**config.mk**
```make
export PLATFORM = sky130hd
export DESIGN_NAME = afe_reset_sequencer
export DESIGN_NICKNAME = d
export VERILOG_FILES = /design/src/rtl/afe_seq_pkg.sv /design/src/rtl/afe_reset_sequencer.sv
export SDC_FILE = /design/constraint.sdc
export NUM_CORES = 1
export LEC_CHECK = 0
export ABC_AREA = 1
export BUFFER_PORTS_ARGS = -buffer_cell sky130_fd_sc_hd__buf_2
export CORE_ASPECT_RATIO = 1.75
export CORE_MARGIN = 5
export CORE_UTILIZATION = 45
export CTS_BUF_LIST = sky130_fd_sc_hd__clkbuf_2
export DETAILED_ROUTE_END_ITERATION = 7
export PLACE_DENSITY_LB_ADDON = 0.1
export RECOVER_POWER = 100
export SLEW_MARGIN = 20
export SYNTH_ARGS = -nofsm -noshare
export SYNTH_HDL_FRONTEND = slang
export SYNTH_SLANG_ARGS = --single-unit
```
**constraint.sdc**
```tcl
create_clock -name clk -period 1.4 [get_ports clk]
set_input_delay 0.35 -clock clk [delete_from_list [all_inputs] [get_ports clk]]
set_output_delay 0.35 -clock clk [all_outputs]
set_load 0.02 [all_outputs]
```
**src/rtl/afe_seq_pkg.sv**
```systemverilog
// Shared types and default constants for the AFE power-up / reset sequencer.
package afe_seq_pkg;

  typedef enum logic [1:0] {
    SEQ_ASSERT = 2'd0,
    SEQ_WAIT   = 2'd1,
    SEQ_DONE   = 2'd2
  } afe_seq_state_t;

  localparam int AFE_RESET_HOLD_CYC = 15;
  localparam int AFE_RESET_WAIT_CYC = 65520;

  localparam int                     SEQ_COUNT_W   = 8;
  localparam logic [SEQ_COUNT_W-1:0] SEQ_COUNT_MAX = {SEQ_COUNT_W{1'b1}};

endpackage

```
**src/rtl/afe_reset_sequencer.sv**
```systemverilog
// Pulses per-device AFE reset pins, waits a settling time, then flags done.
// One shared down-counter times both the reset pulse and the settling window.
//
//   state      | meaning
//   -----------+--------------------------------------------------------------
//   SEQ_ASSERT | masked device pins held active, counting the pulse width
//   SEQ_WAIT   | all pins released, counting the settling time
//   SEQ_DONE   | sequence complete, done high, counter parked at zero
module afe_reset_sequencer
  import afe_seq_pkg::*;
#(
  parameter int                 NUM_DEV       = 2,
  parameter int                 ASSERT_CYCLES = AFE_RESET_HOLD_CYC,
  parameter int                 WAIT_CYCLES   = AFE_RESET_WAIT_CYC,
  parameter int                 CNT_W         = 16,
  parameter logic [NUM_DEV-1:0] RESET_POL     = {NUM_DEV{1'b1}}
) (
  input  logic                   clk,
  input  logic                   reset,
  input  logic                   restart,
  input  logic [NUM_DEV-1:0]     dev_mask,
  output logic [NUM_DEV-1:0]     device_reset,
  output logic                   busy,
  output logic                   done,
  output logic                   done_pulse,
  output logic [SEQ_COUNT_W-1:0] seq_count
);

  if (NUM_DEV < 1) begin : g_bad_num_dev
    $error("afe_reset_sequencer: NUM_DEV must be at least 1");
  end
  if (ASSERT_CYCLES < 1) begin : g_bad_assert_cycles
    $error("afe_reset_sequencer: ASSERT_CYCLES must be at least 1");
  end
  if (WAIT_CYCLES < 1) begin : g_bad_wait_cycles
    $error("afe_reset_sequencer: WAIT_CYCLES must be at least 1");
  end
  if ((64'd1 << CNT_W) < 64'(ASSERT_CYCLES) || (64'd1 << CNT_W) < 64'(WAIT_CYCLES))
  begin : g_bad_cnt_w
    $error("afe_reset_sequencer: CNT_W too narrow for ASSERT_CYCLES/WAIT_CYCLES");
  end

  localparam logic [CNT_W-1:0] LP_ASSERT_LOAD = CNT_W'(ASSERT_CYCLES - 1);
  localparam logic [CNT_W-1:0] LP_WAIT_LOAD   = CNT_W'(WAIT_CYCLES - 1);

  afe_seq_state_t         r_state;
  afe_seq_state_t         w_state_nxt;
  logic [CNT_W-1:0]       r_cnt;
  logic [CNT_W-1:0]       w_cnt_nxt;
  logic [NUM_DEV-1:0]     r_act_mask;
  logic [NUM_DEV-1:0]     w_act_mask_nxt;
  logic                   w_cnt_zero;
  logic                   w_seq_complete;

  logic [NUM_DEV-1:0]     r_device_reset;
  logic [NUM_DEV-1:0]     w_device_reset_nxt;
  logic                   r_busy;
  logic                   w_busy_nxt;
  logic                   r_done;
  logic                   w_done_nxt;
  logic                   r_done_pulse;
  logic                   w_done_pulse_nxt;
  logic [SEQ_COUNT_W-1:0] r_seq_count;
  logic [SEQ_COUNT_W-1:0] w_seq_count_nxt;

  assign w_cnt_zero = (r_cnt == '0);

  // Outputs are registered copies of next-cycle values, so reset must load them too.
  always_ff @(posedge clk) begin
    if (reset) begin
      r_state        <= SEQ_ASSERT;
      r_cnt          <= LP_ASSERT_LOAD;
      r_act_mask     <= '1;
      r_device_reset <= RESET_POL;
      r_busy         <= 1'b1;
      r_done         <= 1'b0;
      r_done_pulse   <= 1'b0;
      r_seq_count    <= '0;
    end else begin
      r_state        <= w_state_nxt;
      r_cnt          <= w_cnt_nxt;
      r_act_mask     <= w_act_mask_nxt;
      r_device_reset <= w_device_reset_nxt;
      r_busy         <= w_busy_nxt;
      r_done         <= w_done_nxt;
      r_done_pulse   <= w_done_pulse_nxt;
      r_seq_count    <= w_seq_count_nxt;
    end
  end

  // restart overrides every state, including the cycle WAIT would expire.
  always_comb begin
    w_state_nxt    = r_state;
    w_cnt_nxt      = r_cnt;
    w_act_mask_nxt = r_act_mask;
    w_seq_complete = 1'b0;
    if (restart) begin
      w_state_nxt    = SEQ_ASSERT;
      w_cnt_nxt      = LP_ASSERT_LOAD;
      w_act_mask_nxt = dev_mask;
    end else begin
      case (r_state)
        SEQ_ASSERT: begin
          if (w_cnt_zero) begin
            w_state_nxt = SEQ_WAIT;
            w_cnt_nxt   = LP_WAIT_LOAD;
          end else begin
            w_cnt_nxt = r_cnt - CNT_W'(1);
          end
        end
        SEQ_WAIT: begin
          if (w_cnt_zero) begin
            w_state_nxt    = SEQ_DONE;
            w_seq_complete = 1'b1;
          end else begin
            w_cnt_nxt = r_cnt - CNT_W'(1);
          end
        end
        SEQ_DONE: begin
          w_cnt_nxt = '0;
        end
        default: begin
          w_state_nxt = SEQ_ASSERT;
          w_cnt_nxt   = LP_ASSERT_LOAD;
        end
      endcase
    end
  end

  always_comb begin
    w_busy_nxt         = (w_state_nxt == SEQ_ASSERT) || (w_state_nxt == SEQ_WAIT);
    w_done_nxt         = (w_state_nxt == SEQ_DONE);
    w_done_pulse_nxt   = w_seq_complete;
    w_seq_count_nxt    = r_seq_count;
    if (w_seq_complete && (r_seq_count != SEQ_COUNT_MAX)) begin
      w_seq_count_nxt = r_seq_count + SEQ_COUNT_W'(1);
    end
    // Active pin bits equal RESET_POL; inactive bits are its complement.
    w_device_reset_nxt = ~(({NUM_DEV{w_state_nxt == SEQ_ASSERT}} & w_act_mask_nxt) ^ RESET_POL);
  end

  assign device_reset = r_device_reset;
  assign busy         = r_busy;
  assign done         = r_done;
  assign done_pulse   = r_done_pulse;
  assign seq_count    = r_seq_count;

endmodule

```
==> Word level (Yosys, flattened, before mapping) <==
Cells that the tools add are included.
{ "op_classes": {"add_sub_neg": 2, "mul": 0, "n_div": 0, "order_cmp": 0, "eq_ne": 6, "shifts": 0, "muxes": 11, "bitwise_logic": 3, "n_reduce_logical": 6} }
{ "ops": {"columns": ["cell", "n"], "rows": [
  ["$pmux W16 S3", 1],
  ["$mux W16", 2],
  ["$logic_not A16 Y1", 1],
  ["$sub A16 B1 Y16 const B", 1],
  ["$add A8 B1 Y8 const B", 1],
  ["$mux W2", 4],
  ["$ne A8 B8 Y1 const B", 1],
  ["$pmux W2 S3", 1],
  ["$eq A2 B1 Y1 const B", 2],
  ["$eq A2 B2 Y1 const B", 2],
  ["$logic_not A2 Y1", 2],
  ["$not A2 Y2", 2],
  ["$mux W1", 3],
  ["$and A2 B2 Y2", 1],
  ["$ne A2 B2 Y1 const B", 1],
  ["$reduce_or A2 Y1", 1],
  ["$logic_and A1 B1 Y1", 1],
  ["$logic_or A1 B1 Y1", 1]
]} }
{ "totals": {"ff_bits": 33, "latch_bits": 0, "mem_bits_rw": 0, "rom_bits": 0, "inputBits": 5, "out_inout_bits": 13, "memories": 0} }

==> Depth between registers and ports, before layout <==
Gate-level depths: netlist (run 1).
{ "depth": {"ltp_word": 8, "depth_mapped": 9, "ltp_nobuf": 9} }

==> Worst setup path before layout (run 1) <==
Ideal clock, no wire load.
{ "synth_timing": {"kind": "register -> register", "start": "reg r_seq_count[1], in the netlist seq_count[1]", "end": "reg r_seq_count[7], in the netlist seq_count[7]", "setup_ns": 0.070, "arrival_ns": 1.396, "slack_ns": -0.066, "stages_incl_launch_ff": 8, "path_buffers": 0, "synth_period_minus_slack_ns": 1.466, "cell_sequence": "dfxtp_1 -> ha_1 -> nand2_1 -> nor2_2 -> nand4_4 -> nand3_4 -> nand2_1 -> a21oi_1"} }
{ "synth_via": {"elab_chain_len": 2} }
{ "synth_lines": {"columns": ["element", "line_no", "text"], "rows": [
  ["start, declared", "afe_reset_sequencer.sv:63", "logic [SEQ_COUNT_W-1:0] r_seq_count;"],
  ["start signal, assigned", "afe_reset_sequencer.sv:87", "r_seq_count <= w_seq_count_nxt;"],
  ["parallel branches: the longest is 2 deep, another holds $add A8 B1 Y8", null, null]
]} }
Parallel ways; which one is timed is not known.
A chain may end at the register's enable or synchronous reset.

==> Final worst setup path (run 1) <==
{ "layout_timing": {"start": "reg r_cnt[8]", "end": "reg r_seq_count[0], in the netlist seq_count[0]"} }
{ "layout_via": {"elab_chain_len": 5} }
{ "layout_lines": {"columns": ["element", "line_no", "text"], "rows": [
  ["start, declared", "afe_reset_sequencer.sv:48", "logic [CNT_W-1:0] r_cnt;"],
  ["start signal, assigned", "afe_reset_sequencer.sv:81", "r_cnt <= w_cnt_nxt;"],
  ["$logic_not A16 Y1", "afe_reset_sequencer.sv:66", "assign w_cnt_zero = (r_cnt == '0);"],
  ["$mux W1", "afe_reset_sequencer.sv:112", "if (w_cnt_zero) begin"],
  ["$mux W1", "afe_reset_sequencer.sv:102", "case (r_state)"],
  ["$mux W1", "afe_reset_sequencer.sv:97", "if (restart) begin"],
  ["$logic_and A1 B1 Y1", "afe_reset_sequencer.sv:135", "if (w_seq_complete && (r_seq_count != SEQ_COUNT_MAX)) begin"]
]} }
No other way between the ends.

==> flow_metrics.env, run 1 <==
export IMPL_cp_required_ps=1660
export IMPL_drt_iter0_markers=70
export IMPL_finalSetupViolations=2
export IMPL_firstDrtPassIters=4
export IMPL_cts_made_buffers=5
export IMPL_dp_hpwl_mm=3.94
export IMPL_clk_path_buf_depth=2
export IMPL_final_cell_mix="nand2_1 (42), buf_4 (28), inv_1 (26)"
export IMPL_gp_congestion=0.958
export IMPL_max_slew_margin=0.795
export IMPL_hold_path_class="primary input to register"
export IMPL_ys_seq_area_frac=0.358
export IMPL_cts_hold_buf=0
export IMPL_critPathKind="register to register"
export IMPL_p_per_area_nw_per_um2=621
export IMPL_row_count=30
export IMPL_period_share=1.00
export IMPL_hold_viol_final=0
export IMPL_cts_max_level=2
export IMPL_rsz0062_at_grt="yes"
export IMPL_layout_drive_gt1_share=0.437
export IMPL_slew_viol_final=0
export IMPL_clk_latency_ps=360
export IMPL_grt_pass1_vias=1882
export IMPL_grt_antenna_before_repair=0
export IMPL_fin_util=0.603
export IMPL_drc=0
export IMPL_critical_path_arrival_ps=1670
export IMPL_fp_dieW_um=58.4
export IMPL_finalClockSkew_ps=6.09
export IMPL_violations="negative setup slack"
export IMPL_tightest_slew_ps=307
export IMPL_postSynthAreaPerCell_um2=7.59
export IMPL_endpoint_kind="register"
export IMPL_critPathCapture="seq_count[0]"
export IMPL_worstSetupStartpointType="register"
export IMPL_wire_per_inst_um=14.3
export IMPL_final_min_clock_period_ps=1400
export IMPL_area_delta_synth_final_pct=28.8
export IMPL_yosys_warnings=0
export IMPL_critPathLaunch="r_cnt[8]"
export IMPL_fin_ws_ps=-0.767
export IMPL_coreArea_um2=3940
export IMPL_cts_tree="built"
export IMPL_grt_max_degree=10
export IMPL_grt_pass1_wl_mm=8.31
export IMPL_syn_inst=243
export IMPL_ys_types=31
export IMPL_totalWireLength_mm=4.91
export IMPL_initial_core_util=0.468
export IMPL_final_antenna_net_count=0
export IMPL_clkTransAtPathRegs_ps=160
export IMPL_crit_path_max_fanout=8
export IMPL_rrSetupSlack_ps=-0.8
export IMPL_ioPinCount=18
export IMPL_cap_violations=0
export IMPL_post_drt_via_cell_ratio=5.21
export IMPL_layout_commonest_cell="nand2_1"
export IMPL_vdd_ir_drop_max_uv=496
export IMPL_grt_total_usage=0.200
export IMPL_regToRegStartpoint="r_cnt[8]"
export IMPL_num_nets_final=303
export IMPL_whs_ps=216
export IMPL_worstRegToRegCells=8
export IMPL_synth_nets=251
export IMPL_n_antenna_cell=0
export IMPL_p_leak_nw=1.09
export IMPL_overflow=0
export IMPL_status="finished with violations"
export IMPL_clock_tree_root_cell="clkbuf_2"
export IMPL_die_h_um=94.7
export IMPL_fmax_ghz=0.714
export IMPL_place_port_buffers=17
export IMPL_ys_ff_latch=33
export IMPL_num_vias=1786
export IMPL_min_delay_start="dev_mask[0]"
export IMPL_die_area_um2=5530
export IMPL_clock_sinks=33
export IMPL_r2r_end="seq_count[0]"
export IMPL_synth_area_um2=1850
==> repair_timing <==
action / in CTS / in global routing
setup buffers: 4 / 4
gates resized for setup: 30 / 33
pin swaps: 13 / 11
setup endpoints to repair: 26 / 29
==> state kept, by name (all words and copies together) (netlist names) <==
| signal | count |
|---|---|
| done_pulse | 1 |
| busy | 1 |
| r_cnt | 16 |
| seq_count | 8 |
| device_reset | 2 |
| done | 1 |
| r_act_mask | 2 |
| r_state | 2 |
==> report_power, final <==
| group | switching, mW | leakage [nW] | internal, mW |
|---|---|---|---|
| clock | 0.305 | 0.0265 | 0.117 |
| sequential | 0.00617 | 0.277 | 0.942 |
| combinational | 0.0633 | 0.787 | 0.0431 |
| total | 0.374 | 1.09 | 1.10 |
==> synthesized netlist by cell type, drive strengths merged <==
cell	instances	area (um2)
a21oi	19	98.9
mux2i	2	20.0
xnor2	1	8.76
or2	1	6.26
nor3	3	15.0
nand4	11	83.8
o21ai	11	66.3
buf	2	10.0
inv	29	111
dfxtp	33	661
nand3	8	52.6
nor2	44	282
nand3b	1	7.51
nor4	1	6.26
and3	1	6.26
xor2	9	78.8
ha	3	37.5
nand2	62	282
a31oi	2	12.5
==> metrics by stage <==
stage / total power, mW / instance area (um2) / setup WS, ps / TNS [ps] / std cells
after floorplan: 1.04 / 1850 / 16.7 / 0 / 243
after global placement: 1.07 / 2150 / -46.0 / -565 / 328
after detailed placement: 1.07 / 2150 / -87.6 / -1120 / 328
after CTS: 1.49 / 2270 / -7.24 / -12.7 / 339
after global routing: 1.53 / 2380 / -96.6 / -1330 / 343
final: 1.48 / 2380 / -0.767 / -1.28 / 343
==> critical path, cell delays in order (launching register included) <==
cell and delay, ps:
dfxtp_4 400, nor2_4 120, nand2_2 90, nor2_4 130
nand2_4 90, nor2_8 160, nand3_4 150, nand2_2 110
a21oi_2 50
==> layer usage <==
metal,track usage,vias to the layer above,share of wire
li1,-,887,-
met5,0,-,0
met1,0.174,821,0.32
met3,0.0287,31,0.025
met2,0.384,47,0.57
met4,0.161,0,0.085
==> cells by family after synthesis <==
logic type                 after synthesis  share of synthesized area
xor gates and xnor gates                10                     0.0475
DFF                                     33                      0.358
buffers and inverters                   31                     0.0658
and+or+nand+nor                        132                      0.401
AOI/OAI and AO/OA                       32                     0.0963
muxes                                    2                     0.0108
adders and majority gates                3                     0.0203
==> layout make-up <==
class	instances	area (um2)
tap	48	60.1
multi-input combinational	179	1150
timing repair buffer	47	314
sequential	33	701
clock buffer	6	30.0
clock inverter	1	3.75
fill	403	1560
inverter	29	114
==> worst min-delay path by stage <==
stage | end | cells past startpoint | slack (ps)
2_1_floorplan | r_act_mask[0] | 2 | 430
3_3_place_gp | r_act_mask[0] | 2 | 440
3_5_place_dp | r_act_mask[0] | 2 | 450
4_1_cts | r_act_mask[0] | 3 | 190
5_1_grt | r_act_mask[0] | 3 | 200
6_report | r_act_mask[0] | 3 | 220
(Power assumes the default switching activity.)
==> run 2, diff against run 1 <==
Settings changed: CORE_ASPECT_RATIO 1.75 to not set.
==> run 2 against run 1 <==
Effect of this change:
- the flow still finishes with violations (negative setup slack)
- via count fell by 5.7%
- register-to-register slack got worse by 50 ps
- critical path depth did not move
- clock skew rose by 25 ps
- combinational power barely moved
- count of clock-buffer cells in the layout did not move
- cell count fell by 0.87%
- hold slack improved by 4.2 ps
==> flow_metrics.env, run 2 (synthesis results as in run 1) <==
export IMPL_crit_chain="nor2_4 > nand2_4 > nor2_4 > nand2_4 > o21ai_4 > inv_4 > nand2_8 > a21oi_1"
export IMPL_p_leak_nw=1.07
export IMPL_worstSetupStartpointType="register"
export IMPL_period_share=1.04
export IMPL_violations="negative setup slack"
export IMPL_dp_hpwl_mm=3.23
export IMPL_rrSetupSlack_ps=-50
export IMPL_clock_sinks=33
export IMPL_clkTransAtPathRegs_ps=190
export IMPL_cts_tree="built"
export IMPL_crit_slowest_cell="dfxtp_4"
export IMPL_regToRegStartpoint="r_cnt[7]"
export IMPL_wire_per_inst_um=12.8
export IMPL_finalNonFillerCells=340
export IMPL_crit_path_max_fanout=6
export IMPL_final_antenna_net_count=0
export IMPL_gp_congestion=0.866
export IMPL_finalSetupViolations=15
export IMPL_overflow=0
export IMPL_placed_cells=327
export IMPL_grt_pass1_wl_mm=7.12
export IMPL_clock_tree_root_cell="clkbuf_2"
export IMPL_critPathTopFamily="simple AND/OR/NAND/NOR gates"
export IMPL_grt_pass1_vias=1585
export IMPL_slowest_delay_ps=400
export IMPL_fp_dieW_um=74.0
export IMPL_grt_total_usage=0.169
export IMPL_num_nets_final=298
export IMPL_fmax_ghz=0.690
export IMPL_firstDrtPassIters=4
export IMPL_rsz0062_at_grt="yes"
export IMPL_status="finished with violations"
export IMPL_cts_made_buffers=5
export IMPL_cp_required_ps=1660
export IMPL_critPathKind="register to register"
export IMPL_final_area_um2=2360
export IMPL_clk_path_buf_depth=2
export IMPL_hold_path_cell_count=3
export IMPL_largest_reg_flops=16
export IMPL_crit_buf_inv=1
export IMPL_fin_ws_ps=-49.2
export IMPL_cts_hold_buf=0
export IMPL_final_min_clock_period_ps=1450
export IMPL_grt_antenna_before_repair=0
export IMPL_min_to="r_act_mask[1]"
export IMPL_place_port_buffers=17
export IMPL_hold_path_class="primary input to register"
export IMPL_initial_core_util=0.461
export IMPL_totalWireLength_mm=4.35
export IMPL_num_vias=1685
export IMPL_worstRegToRegCells=8
export IMPL_ioPinCount=18
export IMPL_clk_latency_ps=370
export IMPL_grt_max_degree=12
export IMPL_cts_max_level=2
export IMPL_layout_drive_gt1_share=0.383
export IMPL_final_cell_mix="nand2_1 (45), inv_1 (26), buf_4 (21)"
export IMPL_endpoint_kind="register"
export IMPL_largest_register="r_cnt"
export IMPL_finalClockSkew_ps=30.8
export IMPL_area_delta_synth_final_pct=27.9
export IMPL_slew_viol_final=0
export IMPL_die_h_um=74.0
export IMPL_cap_violations=0
export IMPL_drt_iter0_markers=75
export IMPL_placement_cell_area_um2=2130
export IMPL_critical_path_arrival_ps=1700
export IMPL_n_antenna_cell=0
export IMPL_min_delay_start="dev_mask[1]"
export IMPL_tightest_slew_ps=363
export IMPL_p_per_area_nw_per_um2=631
export IMPL_layout_commonest_cell="nand2_1"
export IMPL_post_drt_via_cell_ratio=4.96
export IMPL_hold_viol_final=0
export IMPL_vdd_ir_drop_max_uv=424
export IMPL_drc=0
export IMPL_coreArea_um2=4000
export IMPL_r2r_end="r_state[0]"
export IMPL_max_slew_margin=0.758
export IMPL_row_count=23
export IMPL_die_area_um2=5480
run 2: cell count changes in the layout (fill, tap and decap cells not counted), sizes merged:
cell	change
clkbuf	-5
run 2: report_power, final:
part | switching, mW | internal (mW) | leakage, nW
clock | 0.313 | 0.117 | 0.0265
combinational | 0.0624 | 0.0414 | 0.777
sequential | 0.00596 | 0.948 | 0.272
run 2: final cells by class:
class,instances,area [um2]
well taps,50,62.6
fillers,371,1640
clock buffers,6,30.0
repair buffers,42,315
clock inverters,1,3.75
multi-input cells,179,1150
inverters,29,114
flip-flops and latches,33,682
run 2: worst max path at each step:
stage	startpoint	end	slack, ps	cells after the start
final	r_cnt[7]	r_state[0]	-50	8
after global placement	r_cnt[0]	seq_count[6]	-60	9
after CTS	r_cnt[0]	r_cnt[1]	-2	9
after detailed placement	r_cnt[0]	r_state[0]	-90	9
after floorplan	r_cnt[0]	r_state[0]	20	9
after global routing	r_cnt[7]	r_cnt[12]	-80	8
run 2: tightest hold or removal path: cells and delay by family:
family                 cells  cell delay [ps]
buffers and inverters      1               80
muxes                      1               70
and+or+nand+nor            1               50
run 2: metal layers:
layer / global-route usage / share of wire / up-vias
li1: - / - / 879
met5: 0 / 0 / -
met2: 0.288 / 0.50 / 20
met3: 0.0419 / 0.030 / 6
met1: 0.210 / 0.46 / 780
met4: 0.0523 / 0.013 / 0
run 2: stage by stage:
step	util	hold WS (ps)	setup slack, ps	setup TNS (ps)	power (mW)
after global placement	0.532	445	-57.2	-621	1.07
final	0.590	220	-49.2	-354	1.49
after floorplan	-	425	16.7	0	1.04
after CTS	0.548	192	-2.08	-3.86	1.51
after global routing	0.590	206	-81.1	-1110	1.57
after detailed placement	0.532	445	-91.7	-1220	1.07
run 2: what timing repair did:
item                       4_1_cts  5_1_grt
setup buffers                    1        7
setup endpoints to repair       29       34
pin swaps                        4       16
gates resized for setup         11       41
==> run 3, diff against run 2 <==
Settings changed: SKIP_CTS_REPAIR_TIMING set to 1.
==> run 3 against run 2 <==
Effect of this change:
- the flow still finishes with violations (negative setup slack)
- critical path depth is the same
- sequential cell count stayed put
- register-to-register slack barely moved
- sequential power hardly changed
- clock power decreased by 0.9%
- routed wire length fell by 1.9%
- die area unchanged
- core utilization decreased by 1.1 points
- cell count down 0.59%
==> flow_metrics.env, run 3 (synthesis results as in run 1) <==
export IMPL_period_share=1.04
export IMPL_p_leak_nw=1.05
export IMPL_n_antenna_cell=0
export IMPL_ioPinCount=18
export IMPL_pwr_share_comb=0.068
export IMPL_crit_path_max_fanout=6
export IMPL_clk_path_buf_depth=2
export IMPL_overflow=0
export IMPL_place_port_buffers=17
export IMPL_clk_latency_ps=360
export IMPL_largest_register="r_cnt"
export IMPL_clkTransAtPathRegs_ps=180
export IMPL_fmax_ghz=0.685
export IMPL_cap_violations=0
export IMPL_clockPowerShare=0.288
export IMPL_regArea_um2=679
export IMPL_critical_path_arrival_ps=1720
export IMPL_row_count=23
export IMPL_final_min_clock_period_ps=1460
export IMPL_finalClockSkew_ps=24.4
export IMPL_drt_iter0_markers=71
export IMPL_layout_drive_gt1_share=0.368
export IMPL_p_per_area_nw_per_um2=639
export IMPL_whs_ps=222
export IMPL_placement_cell_area_um2=2130
export IMPL_worstSetupStartpointType="register"
export IMPL_final_cell_mix="nand2_1 (45), inv_1 (25), dfxtp_1 (22)"
export IMPL_firstDrtPassIters=4
export IMPL_tightest_slew_ps=401
export IMPL_wire_per_inst_um=12.6
export IMPL_grt_pass1_vias=1562
export IMPL_power_mw=1.48
export IMPL_gp_congestion=0.866
export IMPL_clock_tree_root_cell="clkbuf_2"
export IMPL_area_delta_synth_final_pct=25.6
export IMPL_slew_viol_final=0
export IMPL_p_int_mw=1.10
export IMPL_num_nets_final=296
export IMPL_cts_made_buffers=5
export IMPL_slowest_delay_ps=400
export IMPL_initial_core_util=0.461
export IMPL_hold_viol_final=0
export IMPL_fin_ws_ps=-60.1
export IMPL_num_vias=1697
export IMPL_grt_antenna_before_repair=0
export IMPL_cts_tree="built"
export IMPL_multiInputGateArea_um2=1150
export IMPL_dp_hpwl_mm=3.23
export IMPL_post_drt_via_cell_ratio=5.02
export IMPL_finalSetupViolations=16
export IMPL_crit_slowest_cell="dfxtp_4"
export IMPL_die_area_um2=5480
export IMPL_clock_sinks=33
export IMPL_rsz0062_at_grt="yes"
export IMPL_endpoint_kind="register"
export IMPL_layout_commonest_cell="nand2_1"
export IMPL_largest_reg_flops=16
export IMPL_nFillCells=377
export IMPL_grt_max_degree=12
export IMPL_violations="negative setup slack"
export IMPL_fp_dieW_um=74.0
export IMPL_final_area_um2=2320
export IMPL_grt_pass1_wl_mm=7.04
export IMPL_crit_chain="nor2_4 > nand2_4 > nor2_4 > nand2_4 > o21ai_4 > inv_4 > nand2_8 > a21oi_1"
export IMPL_hold_path_class="primary input to register"
export IMPL_die_h_um=74.0
export IMPL_seqPwrFrac=0.644
export IMPL_coreArea_um2=4000
export IMPL_totalWireLength_mm=4.27
export IMPL_cts_max_level=2
export IMPL_max_slew_margin=0.732
export IMPL_switching_share=0.254
export IMPL_cp_required_ps=1660
export IMPL_p_sw_uw=376
export IMPL_vdd_ir_drop_max_uv=428
export IMPL_drc=0
export IMPL_grt_total_usage=0.167
export IMPL_final_antenna_net_count=0
export IMPL_status="finished with violations"
export IMPL_critPathKind="register to register"
-- run 3: cell types whose count changed in the layout (fill, tap and decap cells not counted), sizes merged --
cell,previous run,this run
buf,37,32
clkbuf,11,14
-- run 3: path summary, 6_finish.rpt --
check | slack, ps | end | startpoint | depth (start not counted)
setup / recovery | -60 | r_state[0] | r_cnt[7] | 8
hold / removal | 220 | r_act_mask[1] | dev_mask[1] | 3
setup reg to reg | -60 | r_state[0] | r_cnt[7] | 8
hold reg to reg | 480 | r_act_mask[1] | r_act_mask[1] | 2
-- run 3: area by class of cell --
class	instances	share of cell area
Sequential cell	33	0.293
Clock inverter	1	0.00162
Inverter	29	0.0491
Timing Repair Buffer	40	0.119
Clock buffer	6	0.0130
Multi-Input combinational cell	179	0.497
Tap cell	50	0.0270
-- run 3: per-stage QoR --
step / setup TNS (ps) / util / instances / worst slack, ps
final: -467 / 0.579 / 338 / -60.1
after global routing: -1360 / 0.579 / 338 / -94.5
after CTS: -1960 / 0.541 / 334 / -115
after detailed placement: -1220 / 0.532 / 327 / -91.7
after global placement: -621 / 0.532 / 327 / -57.2
after floorplan: 0 / - / 243 / 16.7
-- run 3: per-layer routing --
| metal | share of wire | global-route usage | up-vias |
|---|---|---|---|
| met1 | 0.46 | 0.208 | 789 |
| met3 | 0.035 | 0.0419 | 6 |
| met5 | 0 | 0 | - |
| met4 | 0.013 | 0.0523 | 0 |
| met2 | 0.49 | 0.283 | 26 |
| li1 | - | - | 876 |
-- run 3: critical path, delay by kind of cell, from the launching register on --
| family | cells | cell delay [ps] |
|---|---|---|
| AO/OA/AOI/OAI | 2 | 290 |
| flip-flops | 1 | 400 |
| buffers and inverters | 1 | 90 |
| AND/OR/NAND/NOR | 5 | 570 |
-- run 3: power by group through the flow --
stage	clock (mW)	combinational [mW]	sequential, mW
4_1_cts	0.455	0.0910	0.956
6_report	0.426	0.101	0.953
2_1_floorplan	0	0.0563	0.980
5_1_grt	0.498	0.113	0.956
3_5_place_dp	0	0.0907	0.976
3_3_place_gp	0	0.0899	0.976
